[src/rtl/aer_pkg.sv]
// Shared AER definitions: code/address widths, receiver FSM states and
// default handshake timing parameters.
package aer_pkg;

    localparam int unsigned AER_OH_WIDTH         = 16;
    localparam int unsigned AER_ADDR_WIDTH       = $clog2(AER_OH_WIDTH);
    localparam int unsigned AER_RST_PULSE_CYCLES = 4;
    localparam int unsigned AER_TIMEOUT_CYCLES   = 1023;

    typedef enum logic [2:0] {
        IDLE,
        PUSH,
        PIXRST,
        ACK,
        RECOVER
    } aer_rx_state_t;

endpackage

[src/rtl/aer_oh_encoder.sv]
// One-hot to binary encoder: index of the lowest set bit, plus flags for
// an all-zero code and for more than one bit set.
module aer_oh_encoder
    import aer_pkg::*;
#(
    parameter int unsigned OH_WIDTH   = AER_OH_WIDTH,
    parameter int unsigned ADDR_WIDTH = AER_ADDR_WIDTH
) (
    input  logic [OH_WIDTH-1:0]   code,
    output logic [ADDR_WIDTH-1:0] addr,
    output logic                  multi_hot,
    output logic                  zero
);

    // Scan from the top so the lowest set bit is written last and wins.
    always_comb begin
        addr = '0;
        for (int unsigned i = OH_WIDTH; i > 0; i--) begin
            if (code[i-1]) begin
                addr = ADDR_WIDTH'(i - 1);
            end
        end
    end

    assign multi_hot = |(code & (code - OH_WIDTH'(1)));
    assign zero      = ~|code;

endmodule

[src/rtl/aer_rx_ctrl.sv]
// AER receive-side handshake controller: synchronises the one-hot request,
// emits the encoded event on a valid/ready stream, pulses the pixel reset
// and completes the four-phase ack handshake with a release timeout.
module aer_rx_ctrl
    import aer_pkg::*;
#(
    parameter int unsigned OH_WIDTH         = AER_OH_WIDTH,
    parameter int unsigned ADDR_WIDTH       = AER_ADDR_WIDTH,
    parameter int unsigned RST_PULSE_CYCLES = AER_RST_PULSE_CYCLES,
    parameter int unsigned TIMEOUT_CYCLES   = AER_TIMEOUT_CYCLES
) (
    input  logic                  clk,
    input  logic                  rst,
    input  logic                  enable,
    input  logic [OH_WIDTH-1:0]   one_hot_code,
    output logic                  ack,
    output logic                  aer_rst_n,
    output logic                  evt_valid,
    input  logic                  evt_ready,
    output logic [ADDR_WIDTH-1:0] evt_addr,
    output logic                  evt_err,
    output logic                  err_multi_hot,
    output logic                  err_timeout,
    input  logic                  clr_err
);

    localparam logic [15:0] PULSE_LAST   = 16'(RST_PULSE_CYCLES - 1);
    localparam logic [15:0] TIMEOUT_LAST = 16'(TIMEOUT_CYCLES - 1);

    logic [OH_WIDTH-1:0]   sync_q;
    logic [OH_WIDTH-1:0]   s;
    logic [OH_WIDTH-1:0]   s_d;
    logic [ADDR_WIDTH-1:0] enc_addr;
    logic                  enc_multi;
    logic                  s_zero;
    logic [15:0]           cnt;
    aer_rx_state_t         state;

    aer_oh_encoder #(
        .OH_WIDTH   (OH_WIDTH),
        .ADDR_WIDTH (ADDR_WIDTH)
    ) u_enc (
        .code      (s),
        .addr      (enc_addr),
        .multi_hot (enc_multi),
        .zero      (s_zero)
    );

    always_ff @(posedge clk) begin
        if (rst) begin
            sync_q        <= '0;
            s             <= '0;
            s_d           <= '0;
            state         <= IDLE;
            cnt           <= '0;
            ack           <= 1'b0;
            aer_rst_n     <= 1'b1;
            evt_valid     <= 1'b0;
            evt_addr      <= '0;
            evt_err       <= 1'b0;
            err_multi_hot <= 1'b0;
            err_timeout   <= 1'b0;
        end else begin
            sync_q <= one_hot_code;
            s      <= sync_q;
            s_d    <= s;

            // Clear first; a set later in this block overrides it.
            if (clr_err) begin
                err_multi_hot <= 1'b0;
                err_timeout   <= 1'b0;
            end

            case (state)
                IDLE: begin
                    if (enable && !s_zero && (s == s_d)) begin
                        evt_addr  <= enc_addr;
                        evt_err   <= enc_multi;
                        evt_valid <= 1'b1;
                        if (enc_multi) begin
                            err_multi_hot <= 1'b1;
                        end
                        state <= PUSH;
                    end
                end
                PUSH: begin
                    if (evt_ready) begin
                        evt_valid <= 1'b0;
                        aer_rst_n <= 1'b0;
                        cnt       <= '0;
                        state     <= PIXRST;
                    end
                end
                PIXRST: begin
                    if (cnt == PULSE_LAST) begin
                        aer_rst_n <= 1'b1;
                        ack       <= 1'b1;
                        cnt       <= '0;
                        state     <= ACK;
                    end else begin
                        cnt <= cnt + 16'd1;
                    end
                end
                ACK: begin
                    if (s_zero) begin
                        ack   <= 1'b0;
                        state <= IDLE;
                    end else if (cnt == TIMEOUT_LAST) begin
                        ack         <= 1'b0;
                        err_timeout <= 1'b1;
                        state       <= RECOVER;
                    end else begin
                        cnt <= cnt + 16'd1;
                    end
                end
                RECOVER: begin
                    if (s_zero) begin
                        state <= IDLE;
                    end
                end
                default: state <= IDLE;
            endcase
        end
    end

endmodule

[config.mk]
export PLATFORM = sky130hd
export DESIGN_NAME = aer_rx_ctrl
export DESIGN_NICKNAME = d
export VERILOG_FILES = /design/src/rtl/aer_pkg.sv /design/src/rtl/aer_oh_encoder.sv /design/src/rtl/aer_rx_ctrl.sv
export SDC_FILE = /design/constraint.sdc
export NUM_CORES = 1
export LEC_CHECK = 0
export ABC_AREA = 0
export CORE_MARGIN = 1
export CORE_UTILIZATION = 61
export DETAILED_ROUTE_END_ITERATION = 8
export PLACE_DENSITY = 0.9
export SLEW_MARGIN = 15
export SYNTH_ARGS = -nofsm -noshare
export SYNTH_HDL_FRONTEND = slang
export SYNTH_SLANG_ARGS = --single-unit
export TNS_END_PERCENT = 10
[constraint.sdc]
create_clock -name clk -period 4.3 [get_ports clk]
set_input_delay 0.645 -clock clk [delete_from_list [all_inputs] [get_ports clk]]
set_output_delay 0.645 -clock clk [all_outputs]
set_load 0.05 [all_outputs]
==> metrics <==
Hold Crit Class reg2reg; share of post-route cells with drive strength above 1 6.54%; Worst Path Arrival 2.77 ns; synth warn 0; Synth area leaders dfxtp_1, nor2b_1, xor2_1; cell count after synthesis 360; Tcrit/Tclk final 58.7%; Synth Cell Area 0.00327 mm2; fraction of registers with async set/reset 0%; RSZ-0062 raised after global routing no; Post-synth top cells dfxtp_1, nor2b_1, nor2_1; 1st-iter DRT viols 320; design area 0.00377 mm2; TritonCTS clock tree built; P per Cell Area 393 mW/mm2; fillers 395; Max-Cap Viols 0; Layout Skew 0.0110 ns; total negative slack 0 ns; Starting Density 63.7%; CP required 4.54 ns; fmax 396 MHz; total CTS buffers 9; drt via density 5.62; First-pass DRT Iterations 4; dpl cell area 0.00354 mm2; drt total wl 6300 um; largest net degree at the start of global routing 63; post-synth top area cell dfxtp_1; vias after detailed routing 2542; global-route wire length before repair 10300 um; Mean Syn Cell Area 9.09 um2; clock sink count 77; max-slew violations 0; H-tree depth 3; die area 0.00566 mm2; Placement Rows 26; post-CTS sizing 0; GRT Residual Overflow 0; core box area 0.00514 mm2; WHS Path Cells 1; Synth top area share 47.1%; Worst setup EP type flop; cts hold-fix bufs 0; Final setup viols 0; chip width 75.3 um; # DRC 0; All-Layer GR Usage 24.7%; worst vdd ir 0.239 mV; Max Root-Sink Buffers 2; leakage 1.44 nW; ANT nets after route 0; outcome completed; Seq/Total Area, Yosys 47.1%; Final Hold Viols 0; leading register cell type out of synthesis dfxtp_1; Antenna Cells 0; type of origin of the critical path flop; routed wire length per instance 13.9 um; Die Ht 75.3 um; most common cell in the netlist dfxtp_1; syn_nets 383; clock root cell clkbuf_8; R2R cell count 7; slew margin rel. 34.0%; Post-layout nets 400; Post-DP HPWL 4180 um; critical path type reg2reg; gpl congestion 0.908; Setup Fix Bufs, Post-CTS 0; CTS clk-pin slew, worst paths 0.07 ns; I/O Pins 31; peak fanout along the critical path 17; vias in the first global route 2206; Area Overhead vs Synth 15.1%; Worst-Margin Slew 0.981 ns; Post-synth EDFFs 0; IO buf count 30; post-synth cell types 50; initial antenna violation count 0; min Tclk post-route 2.52 ns; Yosys reg bits 77; clock latency on the worst-skew pair 0.36 ns
[layout by cell type (no fill, tap or decap), types with 4 or more instances in the layout]
master	netlist	routed
o21ai_0	10	10
o211ai_1	5	5
nor3_1	7	7
xor2_1	19	19
nor2b_1	48	48
a21oi_1	17	17
clkdlybuf4s50_1	0	29
nand4_1	9	9
nor2_1	42	42
nand2b_1	5	5
a21boi_0	4	4
nand2_1	16	16
xnor2_1	11	11
dfxtp_1	77	77
inv_1	6	6
clkbuf_8	0	10
nor4_1	9	9
[report_power, final]
group / leakage (nW) / switching, mW / internal [mW]
Clock: 0.112 / 0.255 / 0.341
Sequential: 0.629 / 0.0223 / 0.735
Combinational: 0.700 / 0.0639 / 0.0610
[worst max-delay path: stages (launching register included)]
cell     delay (ns)
dfxtp_1        0.41
ha_1           0.21
or4b_1         0.44
or4_4          0.44
o21ai_2        0.12
a21o_1         0.46
nor2_1         0.09
a41o_1         0.25
[metrics by stage]
| stage | power (mW) | setup WS [ns] | hold slack (ns) | std cells | util (%) |
|---|---|---|---|---|---|
| CTS | 1.49 | 1.78 | 0.438 | 452 | 73.3 |
| floorplan | 0.860 | 2.19 | 0.414 | 360 | - |
| detailed placement | 0.897 | 1.75 | 0.422 | 436 | 68.9 |
| global route | 1.54 | 1.61 | 0.458 | 452 | 73.3 |
| finish | 1.48 | 1.78 | 0.437 | 452 | 73.3 |
| global placement | 0.893 | 1.80 | 0.422 | 436 | 68.9 |
[cell families after synthesis]
kind of cell    share of synthesized area, %
compound gates                          12.0
xor+xnor                                8.03
fa+ha+maj                               1.07
buf+inv                                 4.40
flops                                   47.1
mux                                    0.612
simple gates                            26.8
[worst paths after layout]
kind	startpoint	slack [ns]	end
worst max register to register	cnt[0]	1.78	cnt[13]
worst min-delay path	sync_q[6]	0.44	s[6]
worst max-delay path	cnt[0]	1.78	cnt[13]
worst min register to register	sync_q[6]	0.44	s[6]
[flip-flops by register name (all words and copies together) (netlist names)]
name and flops:
cnt 16, s 16, s_d 16, sync_q 16, evt_addr 4, state 3
ack 1, aer_rst_n 1, err_multi_hot 1, err_timeout 1, evt_err 1, evt_valid 1
[layer usage]
metal	routed length [um]	part of all wire [%]	GRT usage, %
met3	443	7.0	8.30
met5	0	0	0
met2	3060	49	39.2
met1	2700	43	30.8
met4	89	1.4	10.5
[cell type report]
class | count | area [um2] | share of cell area, %
inverter | 6 | 22.5 | 0.598
clock buffer | 10 | 138 | 3.65
tap | 70 | 87.6 | 2.33
sequential | 77 | 1540 | 40.9
multi-input combinational | 252 | 1590 | 42.2
timing repair buffer | 31 | 303 | 8.04
clock inverter | 6 | 86.3 | 2.29
Power figures use the tool's default switching activity.
